### config.mk
export PLATFORM = sky130hd
export DESIGN_NAME = square_wave_freq_meter_flat
export DESIGN_NICKNAME = d
export VERILOG_FILES = /design/src/rtl/square_wave_freq_meter_if.sv /design/src/rtl/square_wave_freq_meter.sv /design/src/flat_wrapper.sv
export SDC_FILE = /design/constraint.sdc
export NUM_CORES = 1
export LEC_CHECK = 0
export BUFFER_PORTS_ARGS = -buffer_cell sky130_fd_sc_hd__buf_4
export CORE_UTILIZATION = 35
export DETAILED_ROUTE_END_ITERATION = 16
export PLACE_DENSITY = 0.47
export SLEW_MARGIN = 20
export SYNTH_ARGS = -nofsm -noshare
export SYNTH_HDL_FRONTEND = slang
export SYNTH_SLANG_ARGS = --single-unit
### constraint.sdc
create_clock -name clk -period 11.7 [get_ports clk]
set_input_delay 1.17 -clock clk [delete_from_list [all_inputs] [get_ports clk]]
set_output_delay 1.17 -clock clk [all_outputs]
set_load 0.02 [all_outputs]
### src/rtl/square_wave_freq_meter_if.sv
`default_nettype none
// ============================================================================
// Module   : square_wave_freq_meter_if
// Brief    : Sample-in / measurement-out bundle for the square-wave meter.
// Revision : 1.0
// ============================================================================
interface square_wave_freq_meter_if #(
    parameter int PERIOD_W = 20
);
    logic [7:0]          wave_in;
    logic [PERIOD_W-1:0] period_out;
    logic [2:0]          freq_code;
    logic                meas_valid;
    logic                locked;
    logic                no_signal;
    logic                out_of_range;

    modport master (
        output wave_in,
        input  period_out, freq_code, meas_valid, locked, no_signal, out_of_range
    );

    modport slave (
        input  wave_in,
        output period_out, freq_code, meas_valid, locked, no_signal, out_of_range
    );
endinterface
`default_nettype wire

### src/rtl/square_wave_freq_meter.sv
`default_nettype none
// ============================================================================
// Module   : square_wave_freq_meter
// Brief    : Hysteresis slicer plus averaged rising-edge period meter that
//            classifies the result into the generator's freq_select code.
// Revision : 1.0
// ============================================================================
module square_wave_freq_meter #(
    parameter logic [7:0] HYST_HI     = 8'd192,
    parameter logic [7:0] HYST_LO     = 8'd64,
    parameter int         PERIOD_W    = 20,
    parameter int         AVG_LOG2    = 2,
    parameter int         TIMEOUT_CYC = 200000,
    parameter int         MIN_PERIOD  = 50,
    parameter int         MAX_PERIOD  = 3128
) (
    input  logic                    clk,
    input  logic                    reset,
    square_wave_freq_meter_if.slave bus
);
    localparam int                  c_ACC_W        = PERIOD_W + AVG_LOG2;
    localparam int                  c_NPER_W       = AVG_LOG2 + 1;
    localparam logic [c_NPER_W-1:0] c_NPER_LAST    = c_NPER_W'((1 << AVG_LOG2) - 1);
    localparam logic [PERIOD_W-1:0] c_CNT_MAX      = '1;
    localparam logic [PERIOD_W-1:0] c_TIMEOUT_LAST = PERIOD_W'(TIMEOUT_CYC - 1);

    typedef enum logic [1:0] {
        S_IDLE    = 2'd0,
        S_MEASURE = 2'd1,
        S_REPORT  = 2'd2
    } state_t;

    state_t              r_state;
    state_t              w_next_state;
    logic                w_meas_valid;
    logic                r_lvl;
    logic                r_lvl_d;
    logic                w_rise;
    logic [PERIOD_W-1:0] r_cnt;
    logic [PERIOD_W-1:0] w_period;
    logic [c_ACC_W-1:0]  r_acc;
    logic [c_ACC_W-1:0]  w_acc_sum;
    logic [PERIOD_W-1:0] w_avg;
    logic [c_NPER_W-1:0] r_nper;
    logic                w_close;
    logic                w_timeout;
    logic [2:0]          w_code;
    logic                w_oor;
    logic [PERIOD_W-1:0] r_period_out;
    logic [2:0]          r_freq_code;
    logic                r_oor;
    logic                r_locked;
    logic                r_no_signal;
    logic                r_have_prev;

    assign w_rise    = r_lvl & ~r_lvl_d;
    assign w_period  = (r_cnt == c_CNT_MAX) ? r_cnt : r_cnt + 1'b1;
    assign w_acc_sum = r_acc + c_ACC_W'(w_period);
    assign w_avg     = PERIOD_W'(w_acc_sum >> AVG_LOG2);
    assign w_close   = (r_state == S_MEASURE) && w_rise && (r_nper == c_NPER_LAST);
    // A report cycle is always 1 cycle after a rise, so the counter cannot be near timeout there.
    assign w_timeout = (r_state != S_REPORT) && !w_rise && (r_cnt == c_TIMEOUT_LAST);

    // The report is classified from the closing sum so outputs are valid alongside meas_valid.
    always_comb begin
        w_code = 3'd7;
        if      (w_avg >= PERIOD_W'(1174)) w_code = 3'd0;
        else if (w_avg >= PERIOD_W'(654))  w_code = 3'd1;
        else if (w_avg >= PERIOD_W'(460))  w_code = 3'd2;
        else if (w_avg >= PERIOD_W'(330))  w_code = 3'd3;
        else if (w_avg >= PERIOD_W'(232))  w_code = 3'd4;
        else if (w_avg >= PERIOD_W'(166))  w_code = 3'd5;
        else if (w_avg >= PERIOD_W'(116))  w_code = 3'd6;
        w_oor = (w_avg < PERIOD_W'(MIN_PERIOD)) || (w_avg > PERIOD_W'(MAX_PERIOD));
    end

    always_ff @(posedge clk) begin
        if (!reset) r_state <= S_IDLE;
        else        r_state <= w_next_state;
    end

    always_comb begin
        w_next_state = r_state;
        w_meas_valid = 1'b0;
        case (r_state)
            S_IDLE:    if (w_rise) w_next_state = S_MEASURE;
            S_MEASURE: begin
                if (w_close)        w_next_state = S_REPORT;
                else if (w_timeout) w_next_state = S_IDLE;
            end
            S_REPORT: begin
                w_meas_valid = 1'b1;
                w_next_state = S_MEASURE;
            end
            default:   w_next_state = S_IDLE;
        endcase
    end

    always_ff @(posedge clk) begin
        if (!reset) begin
            r_lvl        <= 1'b0;
            r_lvl_d      <= 1'b0;
            r_cnt        <= '0;
            r_acc        <= '0;
            r_nper       <= '0;
            r_period_out <= '0;
            r_freq_code  <= '0;
            r_oor        <= 1'b0;
            r_locked     <= 1'b0;
            r_no_signal  <= 1'b0;
            r_have_prev  <= 1'b0;
        end else begin
            if (bus.wave_in >= HYST_HI)      r_lvl <= 1'b1;
            else if (bus.wave_in <= HYST_LO) r_lvl <= 1'b0;
            r_lvl_d <= r_lvl;

            if (w_rise || w_timeout)   r_cnt <= '0;
            else if (r_cnt != c_CNT_MAX) r_cnt <= r_cnt + 1'b1;

            if (w_rise) r_no_signal <= 1'b0;

            if (w_rise && r_state == S_IDLE) begin
                r_acc  <= '0;
                r_nper <= '0;
            end else if (w_close) begin
                r_acc        <= '0;
                r_nper       <= '0;
                r_period_out <= w_avg;
                r_freq_code  <= w_code;
                r_oor        <= w_oor;
                r_locked     <= r_have_prev && !r_oor && !w_oor && (w_code == r_freq_code);
                r_have_prev  <= 1'b1;
            end else if (w_rise && r_state == S_MEASURE) begin
                r_acc  <= w_acc_sum;
                r_nper <= r_nper + c_NPER_W'(1);
            end

            if (w_timeout) begin
                r_no_signal <= 1'b1;
                r_locked    <= 1'b0;
                r_have_prev <= 1'b0;
            end
        end
    end

    assign bus.period_out   = r_period_out;
    assign bus.freq_code    = r_freq_code;
    assign bus.meas_valid   = w_meas_valid;
    assign bus.locked       = r_locked;
    assign bus.no_signal    = r_no_signal;
    assign bus.out_of_range = r_oor;
endmodule
`default_nettype wire

### src/flat_wrapper.sv
// flat-port wrapper written by rule: the top's interface ports become plain ports
module square_wave_freq_meter_flat 
#(
    parameter logic [7:0] HYST_HI     = 8'd192,
    parameter logic [7:0] HYST_LO     = 8'd64,
    parameter int         PERIOD_W    = 20,
    parameter int         AVG_LOG2    = 2,
    parameter int         TIMEOUT_CYC = 200000,
    parameter int         MIN_PERIOD  = 50,
    parameter int         MAX_PERIOD  = 3128
)
  (clk, reset, bus_wave_in, bus_period_out, bus_freq_code, bus_meas_valid, bus_locked, bus_no_signal, bus_out_of_range);
  square_wave_freq_meter_if #(.PERIOD_W(PERIOD_W)) bus_i ();
  input  logic clk;
  input  logic reset;
  input wire logic [$bits(bus_i.wave_in)-1:0] bus_wave_in;
  output wire logic [$bits(bus_i.period_out)-1:0] bus_period_out;
  output wire logic [$bits(bus_i.freq_code)-1:0] bus_freq_code;
  output wire logic [$bits(bus_i.meas_valid)-1:0] bus_meas_valid;
  output wire logic [$bits(bus_i.locked)-1:0] bus_locked;
  output wire logic [$bits(bus_i.no_signal)-1:0] bus_no_signal;
  output wire logic [$bits(bus_i.out_of_range)-1:0] bus_out_of_range;
  assign bus_i.wave_in = bus_wave_in;
  assign bus_period_out = bus_i.period_out;
  assign bus_freq_code = bus_i.freq_code;
  assign bus_meas_valid = bus_i.meas_valid;
  assign bus_locked = bus_i.locked;
  assign bus_no_signal = bus_i.no_signal;
  assign bus_out_of_range = bus_i.out_of_range;
  square_wave_freq_meter #(.HYST_HI(HYST_HI), .HYST_LO(HYST_LO), .PERIOD_W(PERIOD_W), .AVG_LOG2(AVG_LOG2), .TIMEOUT_CYC(TIMEOUT_CYC), .MIN_PERIOD(MIN_PERIOD), .MAX_PERIOD(MAX_PERIOD)) u_core (.clk(clk), .reset(reset), .bus(bus_i));
endmodule
Word level (Yosys, flattened, before mapping):

Cells that the tools add are included.
W data, S select, Z words.

* bitwise operators: 4
* shifts and indexed selects: 0
* $lt $le $gt $ge: 11
* $add $sub $neg: 3
* multiply operators: 0
* equal/unequal tests: 10
* mux-type cells: 17
* reductions and logical operators: 21
* divide/modulo/power cells: 0

Operator list (number)
* $ge A20 B8 Y1 const B: 2
* $ge A20 B9 Y1 const B: 2
* $add A22 B20 Y22: 1
* $add A20 B1 Y20 const B: 1
* $eq A20 B18 Y1 const B: 1
* $eq A20 B20 Y1 const B: 1
* $ge A20 B10 Y1 const B: 1
* $ge A20 B11 Y1 const B: 1
* $ge A20 B7 Y1 const B: 1
* $gt A20 B12 Y1 const B: 1
* $lt A20 B6 Y1 const B: 1
* $mux W20: 1
* $ne A20 B20 Y1 const B: 1
* $mux W3: 6
* $ge A8 B8 Y1 const B: 1
* $le A8 B7 Y1 const B: 1
* $logic_and A1 B1 Y1: 8
* $mux W1: 6
* $mux W2: 3
* $pmux W2 S3: 1
* $reduce_and A2 Y1: 2
* $reduce_bool A2 Y1: 2
* $reduce_or A2 Y1: 2
* $add A3 B1 Y3 const B: 1
* other kinds (13): 18

* word-level logic and storage cells: 78
* ROM bits: 0
* output and inout bits: 27
* input port bits: 10
* register bits after elaboration: 76
* memories kept: 0
* latch bits: 0
* memory bits (writable): 0

Logic depth before layout (Yosys ltp):

Gate-level depths: netlist of run 1.

* word-level depth: 13
* depth in mapped cells: 23
* mapped depth without buffers: 20

Worst setup path before layout of run 1:

OpenSTA, ideal clock, no wires.

* kind: flip-flop to flip-flop
* start point: reg u_core.r_cnt[7]
* end point: reg u_core.r_locked, in the netlist u_core.bus.locked
* buffers on the path: 2
* data required time: 11.613 ns
* slack: 6.999 ns
* period minus slack after synthesis: 4.701 ns
* arrival: 4.614 ns
* setup time: 0.087 ns
* cell stages (with the launch flop): 22
* cells stage by stage: dfxtp_1 > and3_1 > and3_1 > and4_1 > nand3_1 > or2_2 > clkbuf_1 > and3_1 > nand2_1 > xnor2_1 > ha_1 > buf_6 > a211oi_1 > nor2_1 > a311oi_4 > o221ai_2 > xor2_1 > nor4b_2 > nand4b_2 > a2111oi_4 > xor2_1 > o31ai_1

* longest elaborated chain between the ends: 13
* elaborated cells between the ends (all ways): 28
* those cells by class: 2 x add/sub; 9 x order compare; 3 x eq/ne; 8 x mux; 6 x reduce/logical

RTL lines
* from (decl): line square_wave_freq_meter.sv:39 `logic [PERIOD_W-1:0] r_cnt;`
* from (signal assigned): line square_wave_freq_meter.sv:118 `else if (r_cnt != c_CNT_MAX) r_cnt <= r_cnt + 1'b1;`
* $add A20 B1 Y20 or $eq A20 B20 Y1 (tied branches): line square_wave_freq_meter.sv:57 `assign w_period = (r_cnt == c_CNT_MAX) ? r_cnt : r_cnt + 1'b1;`
* $mux W20: line square_wave_freq_meter.sv:57
* $add A22 B20 Y22: line square_wave_freq_meter.sv:58 `assign w_acc_sum = r_acc + c_ACC_W'(w_period);`
* $ge A20 B7 Y1: line square_wave_freq_meter.sv:73 `else if (w_avg >= PERIOD_W'(116)) w_code = 3'd6;`
* $mux W1: line square_wave_freq_meter.sv:73
* $mux W3: line square_wave_freq_meter.sv:72 `else if (w_avg >= PERIOD_W'(166)) w_code = 3'd5;`
* $mux W3: line square_wave_freq_meter.sv:71 `else if (w_avg >= PERIOD_W'(232)) w_code = 3'd4;`
* $mux W3: line square_wave_freq_meter.sv:70 `else if (w_avg >= PERIOD_W'(330)) w_code = 3'd3;`
* $mux W3: line square_wave_freq_meter.sv:69 `else if (w_avg >= PERIOD_W'(460)) w_code = 3'd2;`
* $mux W3: line square_wave_freq_meter.sv:68 `else if (w_avg >= PERIOD_W'(654)) w_code = 3'd1;`
* $mux W3: line square_wave_freq_meter.sv:67 `if (w_avg >= PERIOD_W'(1174)) w_code = 3'd0;`
* $eq A3 B3 Y1: line square_wave_freq_meter.sv:131 `r_locked <= r_have_prev && !r_oor && !w_oor && (w_code == r_freq_code);`
* $logic_and A1 B1 Y1: line square_wave_freq_meter.sv:131
* to (signal assigned): line square_wave_freq_meter.sv:131
* to (decl): line square_wave_freq_meter.sv:52 `logic r_locked;`

Parallel ways exist; a longest one is shown, timed or not.
A chain may end at the register's enable or synchronous reset.

Worst setup path in the final report of run 1:

Ends and elaborated chain as after synthesis.

==> results.md, run 1 <==
* Status: completed
* CP startpoint kind: flop
* Post-CTS setup buffers at 0
* R2r endpoint: u_core.bus.locked
* H-tree levels at 3
* Setup ws final at 6.29 ns
* Sequential cell area at 1520 µm²
* Synth Net Count at 619
* Std-Cell Rows at 41
* Setup TNS at 0 ns
* Hold crit path type: flop to flop
* Synth top area share at 32.5%
* Final Hold Vio Count at 0
* Initial antenna violation count at 0
* Initial core utilization at 36.5%
* Worst path cell trace: and3_1 > and3_1 > and4_1 > nand3_1 > or2_2 > xor2_1 > ha_1 > inv_1 > fa_1 > and2b_1 > o21ai_1 > xnor2_1 > o21ai_1 > a31oi_1 > o21ai_0 > o311a_2 > a2111oi_4 > xor2_1 > o31ai_1
* Largest delay share family, worst path: compound AO/OA/AOI/OAI gates
* Critical path class: flop to flop
* # IOs at 37
* Via count of the first global-routing pass at 3959
* GP Congestion at 0.840
* Main area contributors after synthesis: dfxtp_1, nand2_1, a21oi_1
* WL final at 12.7 mm
* Antenna-violating nets left at 0
* Bufs and invs on worst path at 1
* Flop-to-flop setup slack at 6.29 ns
* Max_cap viols at 0
* Static Leak at 2.10 nW
* Critical Path RT at 11.96 ns
* Core Area at 12800 µm²
* Worst slew pin tran at 1.04 ns
* Max_slew headroom at 30.5%
* I/O Buffers at 36
* RSZ-0062 raised after global routing: no
* CP Launch Point: u_core.r_cnt[7]
* Vias per Instance at 5.32
* Worst skew pair latency at 0.35 ns
* Register area share after synthesis at 32.5%
* CTS tree: built
* CTS Buf Count at 9
* Cell taking the most area after synthesis: dfxtp_1
* Layout cells sized above 1 at 12.2%
* Number of synthesized flops with an enable pin at 0
* Worst stage delay on the critical path at 0.67 ns
* Drc violations at 0
* Final net count at 637
* Worst reg2reg path depth at 19
* Die height at 118 µm
* Via Count at 4147
* Fraction of registers with async set/reset at 0%
* # diodes at 0
* Pre-CTS setup slack at 6.35 ns
* Clock slew at reported path FFs at 0.06 ns
* Final Max Tran Viols at 0
* FMAX at 0.185 GHz
* Final number of setup-violating endpoints at 0
* Overall fraction of global-route tracks in use at 19.1%
* Synth Warn # at 0
* Clock sink count at 76
* # fillers at 1323
* Post-synth cell types at 74
* Largest net degree at the start of global routing at 35
* Crit path max fanout at 10
* Max IR drop VDD at 0.0820 mV
* Critical path endpoint category: flop
* First-pass DRT Iterations at 4
* Wire length per cell at 16.2 µm
* Arrival time at the worst endpoint at 5.67 ns
* Synthesis-stage register bit count at 76
* Pwr/cell area at 113 nW/µm²
* Crit path depth at 19
* Max clock buf depth at 2
* First-pass GRT wire length at 20.8 mm
* Area growth, synth to finish at 14.3%
* CTS resizes at 0
* Grt ovf at 0
* Syn Inst Count at 585
* Clock root buffer: clkbuf_16
* Period utilisation layout at 46.2%
* Synthesized cell area at 4680 µm²
* Average size of a mapped cell at 8.00 µm²
* DIE WIDTH at 118 µm
* Setup crit end: u_core.bus.locked
* Hold-fix buffers, CTS at 0
* Worst Skew at 0.00605 ns
* Slowest cell on the critical path: xnor2_1
* Min cycle time layout at 5.41 ns
* Reg2reg start: u_core.r_cnt[7]
* Die area at 13800 µm²
* Half-perimeter wire length after placement at 9.52 mm
* Drt first-iter violations at 195
* Multi-input gate area at 2940 µm²
* Ys flop type: dfxtp_1
[state kept, by name, summed over array words and instances, names as in the netlist]
name                     flops
u_core.r_state               2
u_core.r_lvl                 1
u_core.r_nper                3
u_core.r_cnt                20
u_core.r_acc                22
u_core.bus.freq_code         3
u_core.bus.locked            1
u_core.bus.out_of_range      1
u_core.r_lvl_d               1
u_core.r_have_prev           1
u_core.bus.no_signal         1
u_core.bus.period_out       20
[cells in the final DEF, fill, tap and decap left out, types with 3 or more instances in the layout]
cell / instances
a211oi_1: 9
a21o_1: 5
a21oi_1: 69
a311oi_1: 3
a31o_2: 3
a31oi_1: 5
and2_1: 8
and3_1: 16
and4_1: 3
buf_4: 37
bufinv_16: 3
clkbuf_16: 9
dfxtp_1: 76
ha_1: 23
inv_1: 12
nand2_1: 102
nand3_1: 18
nand4_1: 7
nor2_1: 47
nor2b_1: 16
nor3_1: 11
nor4_1: 5
o211ai_1: 6
o21ai_0: 10
o21ai_1: 4
o21bai_1: 4
o31ai_1: 4
or2_2: 3
xnor2_1: 20
xor2_1: 16
[routing by layer]
layer  GRT usage [%]  part of all wire, %
met1            24.8                   48
met2            30.5                   46
met3            2.86                  3.1
met4            10.1                  2.9
met5               0                    0
[per-stage QoR]
step	instances	util, %	area (µm²)	power, mW	hold WS (ns)
global route	779	41.7	5350	0.629	0.471
detailed placement	764	39.0	5010	0.289	0.450
global placement	764	39.0	5010	0.289	0.444
floorplan	585	-	4680	0.281	0.429
CTS	779	41.7	5350	0.615	0.458
finish	779	41.7	5350	0.606	0.454
[layout make-up]
| class | count | share of cell area (%) |
|---|---|---|
| Clock buffer | 10 | 4.47 |
| Multi-Input combinational cell | 466 | 55.1 |
| Tap cell | 172 | 4.03 |
| Timing Repair Buffer | 37 | 5.20 |
| Inverter | 13 | 0.913 |
| Sequential cell | 76 | 28.5 |
| Clock inverter | 5 | 1.87 |
[synth_stat cells, drive strengths merged (12+ instances only)]
cell    count
nor2       47
a21oi      70
ha         23
nor2b      16
and3       16
xnor2      20
clkbuf     17
o21ai      14
nand2     102
dfxtp      76
xor2       18
buf        13
nand3      18
inv        12
[power breakdown]
group	switching, mW	internal [mW]	total, mW
registers	0.00197	0.261	0.263
logic	0.0135	0.00660	0.0201
clock network	0.111	0.212	0.323
[cell families (layout without fill, tap and decap cells)]
family / count (synthesis) / count (layout) / synth area share, %
mux: 1 / 1 / 0.214
simple gates: 250 / 250 / 25.5
flops: 76 / 76 / 32.5
buf+inv: 43 / 65 / 4.57
compound gates: 153 / 153 / 23.2
fa+ha+maj: 24 / 24 / 6.58
xor+xnor: 38 / 38 / 7.43
[worst min path at each step]
stage                                         start                         to  slack [ns]  depth (start not counted)
after floorplan                  u_core.r_have_prev         u_core.r_have_prev        0.43                          2
after global placement             u_core.r_acc[20]           u_core.r_acc[20]        0.44                          2
after detailed placement  u_core.bus.period_out[13]  u_core.bus.period_out[13]        0.45                          2
after CTS                 u_core.bus.period_out[13]  u_core.bus.period_out[13]        0.46                          2
after global routing       u_core.bus.period_out[3]   u_core.bus.period_out[3]        0.47                          2
final                     u_core.bus.period_out[13]  u_core.bus.period_out[13]        0.45                          2
[worst min-delay path: stages (launching register included)]
cell,delay [ns]
dfxtp_1,0.31
nand2_1,0.05
a21oi_1,0.05
No activity file was read; power rests on OpenSTA's default activity.
==> run 2, diff against run 1 <==
PLACE_DENSITY = 0.49   (was 0.47)
clock period = 4.3 ns   (was 11.7 ns; I/O delays follow)
==> results.md, run 2 (synthesis gave the netlist of run 1 again) <==
* Max_slew headroom at 30.4% (-0.15 points)
* Largest register FFs at 22 (unchanged)
* WL final at 14.5 mm (+15%)
* Final Max Tran Viols at 0 (unchanged)
* CP startpoint kind: flop
* Commonest non-fill, non-tap cells in the layout: buf_4, nand2_1, dfxtp_1
* Final Hold Vio Count at 0 (unchanged)
* Sw Share at 23.9% (+3.1 points)
* Grt ovf at 0 (unchanged)
* CTS Buf Count at 9 (unchanged)
* Drt first-iter violations at 199 (+2.1%)
* Largest net degree at the start of global routing at 35 (unchanged)
* Drc violations at 0 (unchanged)
* Min cycle time layout at 4.37 ns (-1.04 ns)
* I/O Buffers at 36 (unchanged)
* Hold crit path type: input port to flop
* GP Congestion at 0.902 (+7.4%)
* CTS tree: built
* DP Area at 5820 µm² (+16%)
* Status: complete, but fails checks
* Crit path max fanout at 6 (-4)
* Worst Skew at 0.00797 ns (+0.00191 ns)
* Via Count at 4731 (+14%)
* Critical path class: flop to flop
* Met3 Use GR at 2.52% (-0.34 points)
* Worst slew pin tran at 1.04 ns (+0.00220 ns)
* Clock sink count at 76 (unchanged)
* Vias per Instance at 5.26 (-1.3%)
* Via count of the first global-routing pass at 4547 (+15%)
* Layout cells sized above 1 at 37.2% (+25 points)
* Flop pwr share at 47.1% (+3.7 points)
* First-pass GRT wire length at 23.4 mm (+13%)
* H-tree levels at 3 (unchanged)
* Worst skew pair latency at 0.34 ns (about the same)
* Max IR drop VDD at 0.189 mV (+130%)
* # fillers at 1221 (-7.7%)
* Met1 Use GR at 29.6% (+4.7 points)
* DIE WIDTH at 118 µm (unchanged)
* Largest Register: u_core.r_acc
* Max clock buf depth at 2 (unchanged)
* Wire length per cell at 16.2 µm (-0.54%)
* Final number of setup-violating endpoints at 2 (+2)
* Sw Pwr at 362 µW (+190%)
* Clock root buffer: clkbuf_16
* Critical Path RT at 4.56 ns (-7.40 ns)
* Final net count at 757 (+19%)
* FMAX at 0.229 GHz (+24%)
* Arrival time at the worst endpoint at 4.63 ns (-1.04 ns)
* Pwr/cell area at 221 nW/µm² (+95%)
* Antenna-violating nets left at 0 (unchanged)
* Finished Cell Area at 6840 µm² (+28%)
* Clock slew at reported path FFs at 0.06 ns (about the same)
* First-pass DRT Iterations at 4 (unchanged)
* Period utilisation layout at 102% (+55 points)
* Critical path endpoint category: flop
* Internal Pwr Total at 1.15 mW (+140%)
* Std-Cell Rows at 41 (unchanged)
* # diodes at 0 (unchanged)
* Core Area at 12800 µm² (unchanged)
* Busiest grt layer: met2
* Grt met2 use at 33.8% (+3.3 points)
* Total power at 1.51 mW (+150%)
* Failing checks: negative setup slack
* Die height at 118 µm (unchanged)
* # IOs at 37 (unchanged)
* Overall fraction of global-route tracks in use at 21.3% (+2.2 points)
* Most common cell after layout, fill and taps aside: buf_4
* Setup ws final at -0.0698 ns (-6.36 ns)
* RSZ-0062 raised after global routing: yes
* Area growth, synth to finish at 46.2%
* Static Leak at 2.83 nW (+35%)
* Die area at 13800 µm² (unchanged)
* Max_cap viols at 0 (unchanged)
* Half-perimeter wire length after placement at 10.6 mm (+11%)
* Initial core utilization at 36.5% (unchanged)
* Clk pwr share at 47.2% (-6.1 points)
* Comb power frac at 5.7% (+2.4 points)
* Initial antenna violation count at 0 (unchanged)
[run 2: changes by cell type in the layout (fill, tap and decap cells not counted), moves of 8 or more]
cell,change
ha_4,+8
ha_1,-10
xnor2_2,+9
buf_6,+8
xnor2_1,-11
buf_4,+111
[run 2: final cells by class]
cell class / instances / area, µm² / area share [%]
Clock buffer: 11 / 243 / 3.55
Inverter: 13 / 48.8 / 0.713
Timing Repair Buffer: 156 / 1200 / 17.6
Sequential cell: 76 / 1530 / 22.3
Clock inverter: 5 / 37.5 / 0.549
Multi-Input combinational cell: 467 / 3570 / 52.2
Tap cell: 172 / 215 / 3.14
[run 2: what timing repair did]
action / 4_1_cts / 5_1_grt
gates resized for setup: 32 / 66
pin swaps: 35 / 36
setup buffers: 14 / 9
endpoints found under the setup margin: 5 / 5
hold buffers: 0 / 0
cloned: 1 / 0
[run 2: final timing paths]
| path | start | endpoint | slack (ns) | cells past startpoint |
|---|---|---|---|---|
| setup / recovery | u_core.r_cnt[9] | u_core.bus.locked | -0.07 | 21 |
| hold / removal | bus_wave_in[6] | u_core.r_lvl | 0.35 | 3 |
| setup reg to reg | u_core.r_cnt[9] | u_core.bus.locked | -0.07 | 21 |
| hold reg to reg | u_core.bus.period_out[16] | u_core.bus.period_out[16] | 0.45 | 2 |
[run 2: metal layers]
metal,up-vias,part of all wire (%)
li1,2356,-
met1,2262,48
met2,95,47
met3,18,3.1
met4,0,1.8
met5,-,0
[run 2: critical path, cell delays in order (launching register included)]
cell      delay (ns)
dfxtp_2         0.33
and3_4          0.18
and3_4          0.17
and4_4          0.22
nand3_4         0.08
or2_4           0.31
nand4_1         0.14
xnor2_2         0.17
ha_4            0.27
buf_4           0.13
buf_4           0.12
and4_1          0.16
o211a_4         0.15
o211ai_1        0.26
nand2_2         0.10
buf_4           0.18
xnor2_4         0.15
or4_1           0.54
nand3_2         0.13
xor2_1          0.15
nand3_1         0.09
o31ai_1         0.21
[run 2: stage by stage]
| step | std cells | worst slack, ns | hold WS, ns | setup TNS [ns] | util (%) |
|---|---|---|---|---|---|
| finish | 900 | -0.0698 | 0.349 | -0.0902 | 53.4 |
| global route | 900 | -0.317 | 0.369 | -1.01 | 53.4 |
| CTS | 891 | -0.0659 | 0.336 | -0.0659 | 50.0 |
| detailed placement | 860 | -0.200 | 0.448 | -0.477 | 45.4 |
| global placement | 860 | -0.140 | 0.446 | -0.228 | 45.4 |
| floorplan | 585 | 0.0233 | 0.429 | 0 | - |
[run 2: power groups by stage]
stage | Combinational [mW] | Sequential, mW | Clock, mW
after floorplan | 0.0374 | 0.729 | 0
after global placement | 0.0701 | 0.728 | 0
after detailed placement | 0.0711 | 0.729 | 0
after CTS | 0.0795 | 0.713 | 0.731
after global routing | 0.0953 | 0.713 | 0.769
final | 0.0862 | 0.713 | 0.715
